File: src/rtl/dec_fpu_ctl.sv
// FPU issue/writeback controller: grants one of two pipes, times the op latency, holds the result
// for writeback. Define RV_FPU_RR_ARB_EN for round-robin tie-breaking (default: i0 wins ties).
module dec_fpu_ctl #(
  parameter int unsigned LAT_W = 4
) (
  input  logic             clk,
  input  logic             rst_l,
  input  logic             i0_fpu_req,
  input  logic [3:0]       i0_fpu_op,
  input  logic [LAT_W-1:0] i0_fpu_lat,
  input  logic [4:0]       i0_fpu_rd,
  input  logic             i1_fpu_req,
  input  logic [3:0]       i1_fpu_op,
  input  logic [LAT_W-1:0] i1_fpu_lat,
  input  logic [4:0]       i1_fpu_rd,
  input  logic             flush,
  input  logic             wb_ready,
  output logic             i0_grant,
  output logic             i1_grant,
  output logic             fpu_issue_valid,
  output logic [3:0]       fpu_issue_op,
  output logic             fpu_busy,
  output logic             fpu_wb_valid,
  output logic [4:0]       fpu_wb_rd,
  output logic             fpu_wb_pipe,
  output logic             i0_rd_hazard,
  output logic             i1_rd_hazard
);

  typedef enum logic [1:0] {StIdle, StExec, StWb} state_e;

  state_e           state_q, state_d;
  logic [LAT_W-1:0] cnt_q, cnt_d;
  logic [3:0]       op_q, op_d;
  logic [4:0]       rd_q, rd_d;
  logic             pipe_q, pipe_d;
  logic             issue_q, issue_d;

  logic             can_grant;
  logic             sel_i1;
  logic             any_grant;
  logic [3:0]       g_op;
  logic [4:0]       g_rd;
  logic [LAT_W-1:0] g_lat;
  logic [LAT_W-1:0] g_cnt;

  // Reset gating keeps grants low while rst_l is asserted, even with requests pending.
  assign can_grant = rst_l && !flush &&
                     ((state_q == StIdle) || ((state_q == StWb) && wb_ready));

`ifdef RV_FPU_RR_ARB_EN
  logic rr_q, rr_d;
  // rr_q=1 prefers i1 on a tie.
  assign sel_i1 = i1_fpu_req && (!i0_fpu_req || rr_q);
`else
  assign sel_i1 = i1_fpu_req && !i0_fpu_req;
`endif

  assign i1_grant  = can_grant && sel_i1;
  assign i0_grant  = can_grant && i0_fpu_req && !sel_i1;
  assign any_grant = i0_grant || i1_grant;

  assign g_op  = sel_i1 ? i1_fpu_op  : i0_fpu_op;
  assign g_rd  = sel_i1 ? i1_fpu_rd  : i0_fpu_rd;
  assign g_lat = sel_i1 ? i1_fpu_lat : i0_fpu_lat;
  // Zero latency behaves as one cycle.
  assign g_cnt = (g_lat == '0) ? '0 : g_lat - LAT_W'(1);

  always_comb begin
    state_d = state_q;
    cnt_d   = cnt_q;
    op_d    = op_q;
    rd_d    = rd_q;
    pipe_d  = pipe_q;
    issue_d = any_grant;
`ifdef RV_FPU_RR_ARB_EN
    rr_d    = rr_q;
    if (any_grant) rr_d = !sel_i1;
`endif
    if (flush) begin
      state_d = StIdle;
    end else begin
      unique case (state_q)
        StIdle: begin
          if (any_grant) state_d = StExec;
        end
        StExec: begin
          if (cnt_q == '0) state_d = StWb;
          else             cnt_d   = cnt_q - LAT_W'(1);
        end
        StWb: begin
          if (wb_ready) state_d = any_grant ? StExec : StIdle;
        end
        default: state_d = StIdle;
      endcase
      if (any_grant) begin
        cnt_d  = g_cnt;
        op_d   = g_op;
        rd_d   = g_rd;
        pipe_d = sel_i1;
      end
    end
  end

  always_ff @(posedge clk or negedge rst_l) begin
    if (!rst_l) begin
      state_q <= StIdle;
      cnt_q   <= '0;
      op_q    <= '0;
      rd_q    <= '0;
      pipe_q  <= 1'b0;
      issue_q <= 1'b0;
`ifdef RV_FPU_RR_ARB_EN
      rr_q    <= 1'b0;
`endif
    end else begin
      state_q <= state_d;
      cnt_q   <= cnt_d;
      op_q    <= op_d;
      rd_q    <= rd_d;
      pipe_q  <= pipe_d;
      issue_q <= issue_d;
`ifdef RV_FPU_RR_ARB_EN
      rr_q    <= rr_d;
`endif
    end
  end

  assign fpu_busy        = (state_q != StIdle);
  assign fpu_wb_valid    = (state_q == StWb);
  assign fpu_issue_valid = issue_q;
  assign fpu_issue_op    = op_q;
  assign fpu_wb_rd       = rd_q;
  assign fpu_wb_pipe     = pipe_q;
  assign i0_rd_hazard    = i0_fpu_req && fpu_busy && (i0_fpu_rd == rd_q);
  assign i1_rd_hazard    = i1_fpu_req && fpu_busy && (i1_fpu_rd == rd_q);

`ifndef SYNTHESIS
  a_grant_onehot: assert property (@(posedge clk) disable iff (!rst_l)
    !(i0_grant && i1_grant));
  a_no_grant_on_flush: assert property (@(posedge clk) disable iff (!rst_l)
    flush |-> !(i0_grant || i1_grant));
`endif

endmodule
File: config.mk
export PLATFORM = sky130hd
export DESIGN_NAME = dec_fpu_ctl
export DESIGN_NICKNAME = d
export VERILOG_FILES = /design/src/rtl/dec_fpu_ctl.sv
export SDC_FILE = /design/constraint.sdc
export NUM_CORES = 1
export LEC_CHECK = 0
export ABC_AREA = 0
export BUFFER_PORTS_ARGS = -buffer_cell sky130_fd_sc_hd__buf_2
export CORE_UTILIZATION = 30
export DETAILED_ROUTE_END_ITERATION = 8
export SLEW_MARGIN = 0
export SYNTH_ARGS = -nofsm -noshare
export SYNTH_HDL_FRONTEND = slang
export SYNTH_SLANG_ARGS = --single-unit
File: constraint.sdc
create_clock -name clk -period 2.35 [get_ports clk]
set_clock_uncertainty 0.05 [all_clocks]
set_input_delay 0.3525 -clock clk [delete_from_list [all_inputs] [get_ports clk]]
set_output_delay 0.3525 -clock clk [all_outputs]
set_load 0.005 [all_outputs]
After elaboration in Yosys (flattened, before gate mapping) --
Cells that the tools add are included. W data, S select, Z words.
Cells by class: reductions and logical operators 24, eq/ne operators 8, muxes and demuxes 13, $add $sub $neg 2, bitwise operators 1
Operator list (number):
- $mux W4 | 6
- $logic_and A1 B1 Y1 | 11
- $eq A5 B5 Y1 | 2
- $ne A3 B3 Y1 const B | 3
- $logic_not A4 Y1 | 2
- $mux W2 | 4
- $sub A4 B1 Y4 const B | 2
- $pmux W2 S3 | 1
- $reduce_and A3 Y1 | 2
- $mux W5 | 1
- $reduce_bool A2 Y1 | 2
- $logic_not A1 Y1 | 3
- $eq A2 B1 Y1 const B | 1
- $eq A2 B2 Y1 const B | 1
- $logic_not A2 Y1 | 1
- $logic_or A1 B1 Y1 | 2
- $ne A2 B2 Y1 const B | 1
- $reduce_and A2 Y1 | 1
- $mux W1 | 1
- $not A1 Y1 | 1
Storage, ports and cells: output and inout port bits 17, register bits 17

Logic depth before layout (Yosys ltp) --
Gate-level depths: netlist of the first run.
word-level depth 11, depth in mapped cells 6

Least setup slack after synthesis of the first run --
OpenSTA, ideal clock, no wires.
path kind register to register, from reg cnt_q[0], to reg cnt_q[1], setup slack 598 ps, stages on the path, launching flop included 7, arrival 1623 ps, data required time 2221 ps, library setup time 79 ps, period minus slack after synthesis 1752 ps, cells stage by stage dfrtp_1 > inv_1 > ha_1 > or3b_2 > nand2_1 > mux2_2 > mux2i_1
On the way: longest elaborated chain between the ends 4, elaborated cells on any way between the ends 7, classes of those cells 1 x add/sub; 1 x eq/ne; 3 x mux; 2 x reduce/logical
RTL lines:
- start: declaration | RTL line 33 | logic [LAT_W-1:0] cnt_q, cnt_d;
- start signal: assignment | RTL line 118 | cnt_q <= cnt_d;
- $sub A4 B1 Y4 | RTL line 89 | else cnt_d = cnt_q - LAT_W'(1);
- $mux W4 | RTL line 88 | if (cnt_q == '0) state_d = StWb;
- $mux W4 | RTL line 83 | unique case (state_q)
- $mux W4 | RTL line 96 | if (any_grant) begin
Several ways; a longest one is shown, not always the timed one. The select of a mux whose other input is x is not followed. A chain may end at the register's enable or synchronous reset.

Final worst setup path of the first run --
from reg rd_q[1] (netlist: fpu_wb_rd[1]), to out i1_rd_hazard
On the way: longest elaborated chain between the ends 2
RTL lines:
- start: declaration | RTL line 35 | logic [4:0] rd_q, rd_d;
- start signal: assignment | RTL line 120 | rd_q <= rd_d;
- $eq A5 B5 Y1 | RTL line 136 | assign i1_rd_hazard = i1_fpu_req && fpu_busy && (i1_fpu_rd == rd_q);
- $logic_and A1 B1 Y1 | RTL line 136
- end: declaration | RTL line 27 | output logic i1_rd_hazard
No other way between the ends.

==> results_dict.tcl, run 1 <==
set metrics [dict create \
    outcome "completed" \
    insertedDiodeCount 0 \
    layout-drive-gt1-share 0.402 \
    peakVddDrop_mv 0.439 \
    die_area_um2 4070 \
    root_buffer "clkbuf_8" \
    grt_max_degree 27 \
    p_sw_frac 0.334 \
    final_common_cell "buf_2" \
    synthArstFlopShare 1.00 \
    dp_hpwl_um 1970 \
    intPower_mw 0.693 \
    antenna_found_initial 0 \
    vias_per_cell 4.86 \
    finalMaxSlewViolations 0 \
    chipWidth_um 63.8 \
    initial_utilization 0.313 \
    max_freq_mhz 527 \
    htreeDepth 1 \
    hp-class "primary input to asynchronous set/reset pin" \
    ios 49 \
    core_um2 3660 \
    synth-edff-count 0 \
    worstSkewPairLatency_ns 0.25 \
    synth.distinct_cells 33 \
    die-height_um 63.8 \
    tns_ns 0 \
    fp-row-count 22 \
    rsz0062_at_grt "false" \
    combPwrFrac 0.355 \
    finalHoldViolCount 0 \
    yosys_warnings 0 \
    avgRoutedWirePerCell_um 11.6 \
    min_period_over_period 0.808 \
    drtPass1Iterations 4 \
    synthesis.nets 153 \
    p_total_mw 1.04 \
    power_density_nw_per_um2 711 \
    placed_cells_incl_taps 213 \
    via_count 1055 \
    io_buffers 48 \
    drt_iter0_drc 22 \
    area_delta_synth_final_pct 27.6 \
    syn_area_per_cell_um2 9.55 \
    nets 203 \
    cts_sinks 17 \
    start_kind "flop" \
    cts_buffers 3 \
    end_kind "output port" \
    wl_um 2520 \
    instances_no_fill 217 \
    clockBufferDepth 2 \
    synth.area.top_cells "dfrtp_1 (37%), mux2i_1 (9.6%), xor2_1 (6.9%), o21ai_2 (5.3%), nand2_1 (4.6%)" \
    synth_area_leader_cell "dfrtp_1" \
    cts_tree "done" \
    final_cell_mix "buf_2 (48), dfrtp_1 (17), nand2_1 (14)" \
    holdBufCountCts 0 \
    required_ns 1.95 \
    grt_pass1_wl_um 4240 \
    grt_overflow 0 \
    period_needed_ns 1.90 \
    ys.flop_type "dfrtp_1" \
    synth_top_area_frac 0.371 \
    grt_util_all_layers 0.131 \
    drc_errors 0 \
    r2r_cells 6 \
    worstMarginPinSlew_ns 0.407 \
    seq_area_frac_synth 0.371 \
    place_congestion 0.709 \
    cp.arrival_ns 1.50 \
    criticalPathCategory "flop to output port" \
    synth_cells 120 \
    path_clk_slew_ns 0.07 \
    power_switching_mw 0.348 \
    final-setup-viol-count 0 \
    worst-path-max-fanout 4 \
    ant_nets 0 \
    leakagePower_nw 0.770 \
    cts_resized 0 \
    pwr-share-clk 0.211 \
    synthesis.area_um2 1150 \
    pwr-share-seq 0.433 \
    synth_seq_cells 17 \
    fill_cells 357 \
    first_global_vias 1026 \
    drv_cap 0 \
    relSlewSlack 0.729 \
    cts_setup_buffers 0 \
]
## area by class of cell
| class | count | area (um^2) | share of cell area |
|---|---|---|---|
| Timing Repair Buffer | 50 | 255 | 0.175 |
| Sequential cell | 17 | 425 | 0.291 |
| Inverter | 4 | 15.0 | 0.0103 |
| Clock buffer | 4 | 45.0 | 0.0308 |
| Multi-Input combinational cell | 94 | 662 | 0.453 |
| Tap cell | 48 | 60.1 | 0.0411 |
## power groups by stage
stage          logic [mW]  registers, mW  clock network (mW)
2_1_floorplan       0.243          0.446                   0
3_3_place_gp        0.357          0.449                   0
3_5_place_dp        0.372          0.455                   0
4_1_cts             0.375          0.451               0.226
5_1_grt             0.413          0.463               0.240
6_report            0.370          0.451               0.220
## worst max-delay path, cell delays in order (launching register included)
cell	delay, ns
dfrtp_1	0.43
xor2_1	0.16
nor4_1	0.32
and4_1	0.22
buf_2	0.11
## cells in the mapped netlist (3+ instances only)
master   count
o21ai_0      5
mux2i_1     11
inv_1        4
or2_2        3
dfrtp_1     17
nand2_1     14
buf_6        3
o21ai_2      7
a21oi_1      4
nor2_1       7
nor3_1       6
xnor2_1      4
xor2_1       9
## state kept, by name (all words and copies together) (netlist names)
name,cells
cnt_q,4
fpu_issue_op,4
fpu_issue_valid,1
fpu_wb_pipe,1
fpu_wb_rd,5
state_q,2
## through the flow
step	setup WS, ns	area, um^2	hold slack (ns)	util
2_1_floorplan	0.598	1150	0.00691	-
3_3_place_gp	0.567	1420	0.299	0.387
3_5_place_dp	0.504	1420	0.314	0.387
4_1_cts	0.447	1460	0.0416	0.400
5_1_grt	0.320	1460	0.0492	0.400
6_report	0.452	1460	0.0257	0.400
## kinds of logic (layout without fill, tap and decap cells)
| kind of cell | after synthesis | in the layout | share of synthesized area |
|---|---|---|---|
| XOR/XNOR | 13 | 13 | 0.0993 |
| buffers and inverters | 9 | 58 | 0.0513 |
| flip-flops | 17 | 17 | 0.371 |
| AND/OR/NAND/NOR | 45 | 45 | 0.215 |
| adder cells (fa/ha/maj) | 1 | 1 | 0.0109 |
| multiplexers | 13 | 13 | 0.119 |
| AO/OA/AOI/OAI | 22 | 22 | 0.133 |
## path summary, 6_finish.rpt
kind / startpoint / end / slack [ns]
min in group clk: flush / state_q[1] / 0.25
hold reg to reg: fpu_issue_op[3] / fpu_issue_op[3] / 0.44
setup / recovery: fpu_wb_rd[1] / i1_rd_hazard / 0.45
max in group asynchronous: rst_l / fpu_wb_rd[0] / 2.02
setup reg to reg: cnt_q[0] / cnt_q[1] / 0.46
hold / removal: rst_l / state_q[1] / 0.03
## metal layers
metal | up-vias | global-route usage | share of wire
met3 | 2 | 0.0411 | 0.046
met2 | 27 | 0.241 | 0.52
li1 | 522 | - | -
met1 | 504 | 0.148 | 0.42
met4 | 0 | 0.0227 | 0.0055
met5 | - | 0 | 0
Power figures use the tool's default switching activity.
==> run 2, diff against run 1 <==
==> constraint.sdc (replaced) <==
create_clock -name clk -period 1.9 [get_ports clk]
set_clock_uncertainty 0.05 [all_clocks]
set_input_delay 0.285 -clock clk [delete_from_list [all_inputs] [get_ports clk]]
set_output_delay 0.285 -clock clk [all_outputs]
set_load 0.005 [all_outputs]
==> run 2 against run 1 <==
  * Clock power rose by 17%
  * Wire length rose by 1.9%
  * Highest routed layer is now met3
  * Power rose by 25%
  * Global-route usage rose by 0.44 points
  * Sequential share of layout area fell by 0.82 points
  * Utilization rose by 1.2 points
  * Final cell count rose by 0.92%
==> results_dict.tcl, run 2 (synthesized netlist as in run 1, its figures left out) <==
set metrics [dict create \
    cts_setup_buffers 0 \
    fp-row-count 22 \
    first_global_vias 1093 \
    finalMaxSlewViolations 0 \
    htreeDepth 1 \
    required_ns 1.56 \
    end_kind "output port" \
    nets 205 \
    pwr-share-clk 0.197 \
    worstSkewPairLatency_ns 0.24 \
    criticalPathCategory "primary input to output port" \
    io_buffers 48 \
    p_sw_frac 0.333 \
    power_density_nw_per_um2 867 \
    instances_no_fill 219 \
    drt_iter0_drc 21 \
    worstMarginPinSlew_ns 0.411 \
    die_area_um2 4070 \
    wl_um 2570 \
    relSlewSlack 0.726 \
    path_clk_slew_ns 0.06 \
    layout-drive-gt1-share 0.421 \
    tns_ns 0 \
    drtPass1Iterations 4 \
    p_total_mw 1.31 \
    pre_cts_slack_ns 0.0386 \
    grt_util_all_layers 0.135 \
    peakVddDrop_mv 0.598 \
    drv_cap 0 \
    hp-class "primary input to flop" \
    grt_max_degree 21 \
    utilization 0.411 \
    worst-path-max-fanout 19 \
    core_um2 3660 \
    cts_buffers 3 \
    cp.arrival_ns 1.46 \
    leakagePower_nw 0.784 \
    grt_overflow 0 \
    finalHoldViolCount 0 \
    cts_sinks 17 \
    combPwrFrac 0.374 \
    outcome "completed" \
    area_delta_synth_final_pct 31.3 \
    largest_register_ffs 5 \
    placed_cells_incl_taps 214 \
    antenna_found_initial 0 \
    final_common_cell "buf_2" \
    ios 49 \
    rsz0062_at_grt "false" \
    min_period_over_period 0.942 \
    final_cell_mix "buf_2 (48), dfrtp_1 (17), nand2_1 (13)" \
    worst_slack_ns 0.110 \
    avgRoutedWirePerCell_um 11.7 \
    clockBufferDepth 2 \
    vias_per_cell 4.78 \
    place_congestion 0.711 \
    chipWidth_um 63.8 \
    insertedDiodeCount 0 \
    start_kind "primary input" \
    final-setup-viol-count 0 \
    cts_tree "done" \
    drc_errors 0 \
    ant_nets 0 \
    max_freq_mhz 559 \
    initial_utilization 0.313 \
    grt_pass1_wl_um 4420 \
    intPower_mw 0.871 \
    pwr-share-seq 0.429 \
    root_buffer "clkbuf_8" \
    power_switching_mw 0.435 \
    dp_hpwl_um 2040 \
    via_count 1047 \
    period_needed_ns 1.79 \
    die-height_um 63.8 \
]
run 2: worst paths after layout:
check                      slack, ns  cells after the start            start              end
setup / recovery                0.11                      5            rst_l         i0_grant
hold / removal                  0.20                      2            flush       state_q[1]
setup reg to reg                0.16                      6         cnt_q[0]         cnt_q[1]
hold reg to reg                 0.43                      2  fpu_issue_op[3]  fpu_issue_op[3]
max in group asynchronous       1.16                      3            rst_l     fpu_wb_rd[0]
min in group asynchronous       0.48                      3            rst_l      fpu_wb_pipe
run 2: final cells by class:
class,instances,area [um^2]
tap,48,60.1
fill,380,2160
multi-input combinational,94,679
inverter,4,15.0
timing repair buffer,52,280
sequential,17,425
clock buffer,4,45.0
run 2: power groups by stage:
stage	clock [mW]	combinational [mW]	sequential, mW
after floorplan	0	0.300	0.551
after global placement	0	0.443	0.554
after detailed placement	0	0.468	0.562
after CTS	0.270	0.470	0.557
after global routing	0.282	0.547	0.578
final	0.258	0.488	0.560
run 2: critical path: stages:
cell	delay, ns
dlygate4sd3_1	0.52
buf_2	0.13
buf_6	0.20
and3_1	0.21
buf_2	0.12
run 2: stage by stage:
| stage | hold slack [ns] | area (um^2) |
|---|---|---|
| after floorplan | -0.0606 | 1150 |
| after global placement | 0.238 | 1430 |
| after detailed placement | 0.241 | 1430 |
| after CTS | 0.190 | 1480 |
| after global routing | 0.203 | 1510 |
| final | 0.199 | 1510 |
run 2: metal layers:
layer / routed length [um] / vias to the layer above / track usage
met1: 1040 / 492 / 0.147
met3: 92 / 0 / 0.0321
li1: - / 528 / -
met4: 0 / 0 / 0.0114
met2: 1440 / 27 / 0.270
met5: 0 / - / 0
run 2: timing repair:
item	in CTS	in global routing
resized for setup	0	6
setup endpoints to repair	0	10
hold endpoints to repair	17	0
hold buffers	1	0
==> run 3, diff against run 2 <==
--- a/config.mk
+++ b/config.mk
@@ -9,6 +9,7 @@
 export BUFFER_PORTS_ARGS = -buffer_cell sky130_fd_sc_hd__buf_2
 export CORE_UTILIZATION = 30
 export DETAILED_ROUTE_END_ITERATION = 8
+export REMOVE_ABC_BUFFERS = 1
 export SLEW_MARGIN = 0
 export SYNTH_ARGS = -nofsm -noshare
 export SYNTH_HDL_FRONTEND = slang
==> run 3 against run 2 <==
  * Power increased by 0.16%
  * First-iteration DRC count decreased by 14%
  * Die area unchanged
  * Critical path type is now primary input to flop
  * Sequential power decreased by 2%
  * Maximum frequency decreased by 4.9%
  * Utilization increased by 0.55 points
  * Critical endpoint is now fpu_wb_rd[4]
==> results_dict.tcl, run 3 (synthesized netlist as in run 1, its figures left out) <==
set metrics [dict create \
    worstSkewPairLatency_ns 0.25 \
    drt_iter0_drc 18 \
    path_clk_slew_ns 0.07 \
    rsz0062_at_grt "true" \
    criticalPathCategory "primary input to flop" \
    max_freq_mhz 531 \
    largest_register_ffs 5 \
    area_delta_synth_final_pct 33.1 \
    peakVddDrop_mv 0.417 \
    min_period_over_period 0.991 \
    pre_cts_slack_ns 0.0357 \
    die-height_um 63.8 \
    cp.buffers_inverters 3 \
    crit_slowest_cell "or4_4" \
    cts_sinks 17 \
    crit_chain "dlygate4sd3_1 -> buf_2 -> o21ai_0 -> or4_4 -> buf_4 -> nand2_1 -> o21ai_0" \
    chipWidth_um 63.8 \
    power_density_nw_per_um2 857 \
    final-setup-viol-count 0 \
    finalHoldViolCount 0 \
    tns_ns 0 \
    ant_nets 0 \
    final_cell_mix "buf_2 (48), dfrtp_1 (17), nand2_1 (13)" \
    via_count 1023 \
    finalMaxSlewViolations 0 \
    worst-path-max-fanout 10 \
    end_kind "flop" \
    final_common_cell "buf_2" \
    slowest_delay_ns 0.57 \
    fill_cells 372 \
    relSlewSlack 0.734 \
    leakagePower_nw 0.798 \
    antenna_found_initial 0 \
    fp-row-count 22 \
    hp-class "primary input to flop" \
    dp_hpwl_um 1960 \
    clockBufferDepth 2 \
    root_buffer "clkbuf_8" \
    htreeDepth 1 \
    initial_utilization 0.313 \
    cp.arrival_ns 1.97 \
    grt_overflow 0 \
    place_congestion 0.711 \
    drtPass1Iterations 4 \
    cts_tree "done" \
    first_global_vias 959 \
    core_um2 3660 \
    crit_path_frequent_cell "o21ai_0" \
    avgRoutedWirePerCell_um 11.2 \
    grt_pass1_wl_um 4000 \
    nets 208 \
    grt_util_all_layers 0.125 \
    required_ns 1.98 \
    ios 49 \
    outcome "completed" \
    wl_um 2480 \
    layout-drive-gt1-share 0.437 \
    vias_per_cell 4.61 \
    start_kind "primary input" \
    io_buffers 48 \
    drv_cap 0 \
    grt_max_degree 20 \
    cts_buffers 3 \
    worstMarginPinSlew_ns 0.398 \
    period_needed_ns 1.88 \
    worst_slack_ns 0.0179 \
    drc_errors 0 \
    path_delay_family "buffers and inverters" \
    insertedDiodeCount 0 \
    die_area_um2 4070 \
]
run 3: per-stage QoR:
stage	hold WS [ns]	util	power [mW]	instances	instance area, um^2
global route	0.195	0.417	1.42	222	1530
global placement	0.223	0.391	1.00	215	1430
floorplan	-0.0606	-	0.840	115	1100
CTS	0.173	0.407	1.31	220	1490
detailed placement	0.224	0.391	1.03	215	1430
finish	0.179	0.417	1.31	222	1530
run 3: final cells by class:
| type | count | area, um^2 | area share |
|---|---|---|---|
| Clock buffer | 3 | 41.3 | 0.0271 |
| Clock inverter | 1 | 5.00 | 0.00328 |
| Inverter | 4 | 15.0 | 0.00984 |
| Multi-Input combinational cell | 94 | 679 | 0.445 |
| Sequential cell | 17 | 425 | 0.279 |
| Tap cell | 48 | 60.1 | 0.0394 |
| Timing Repair Buffer | 55 | 299 | 0.196 |
run 3: what timing repair did:
item | 4_1_cts | 5_1_grt
endpoints found under the setup margin | 0 | 11
buffers inserted | 0 | 2
hold buffers | 1 | 0
hold endpoints to repair | 17 | 0
gates resized for setup | 0 | 5
run 3: final timing paths:
check | slack [ns] | to | cells after the start | startpoint
worst max-delay path | 0.02 | fpu_wb_rd[4] | 7 | rst_l
min in group asynchronous | 0.47 | fpu_wb_rd[1] | 3 | rst_l
max in group asynchronous | 1.16 | fpu_issue_op[3] | 3 | rst_l
worst max register to register | 0.19 | cnt_q[1] | 6 | cnt_q[0]
worst min-delay path | 0.18 | state_q[1] | 2 | flush
worst min register to register | 0.43 | fpu_issue_op[0] | 2 | fpu_issue_op[0]
run 3: power by group:
group	switching (mW)	internal, mW
Sequential	0.0846	0.466
Clock	0.123	0.145
Combinational	0.231	0.257
run 3: routing by layer:
| metal | track usage | wire length, um | vias to the layer above |
|---|---|---|---|
| met3 | 0.0429 | 166 | 2 |
| met2 | 0.215 | 1160 | 39 |
| met1 | 0.151 | 1140 | 451 |
| li1 | - | - | 531 |
| met4 | 0.0256 | 10 | 0 |
| met5 | 0 | 0 | - |
run 3: worst register-to-register path, delay by kind of cell, from the launching register on:
kind,cells,cell delay (ns)
flops,1,0.37
buf+inv,1,0.09
simple gates,2,0.50
mux,2,0.47
fa+ha+maj,1,0.16
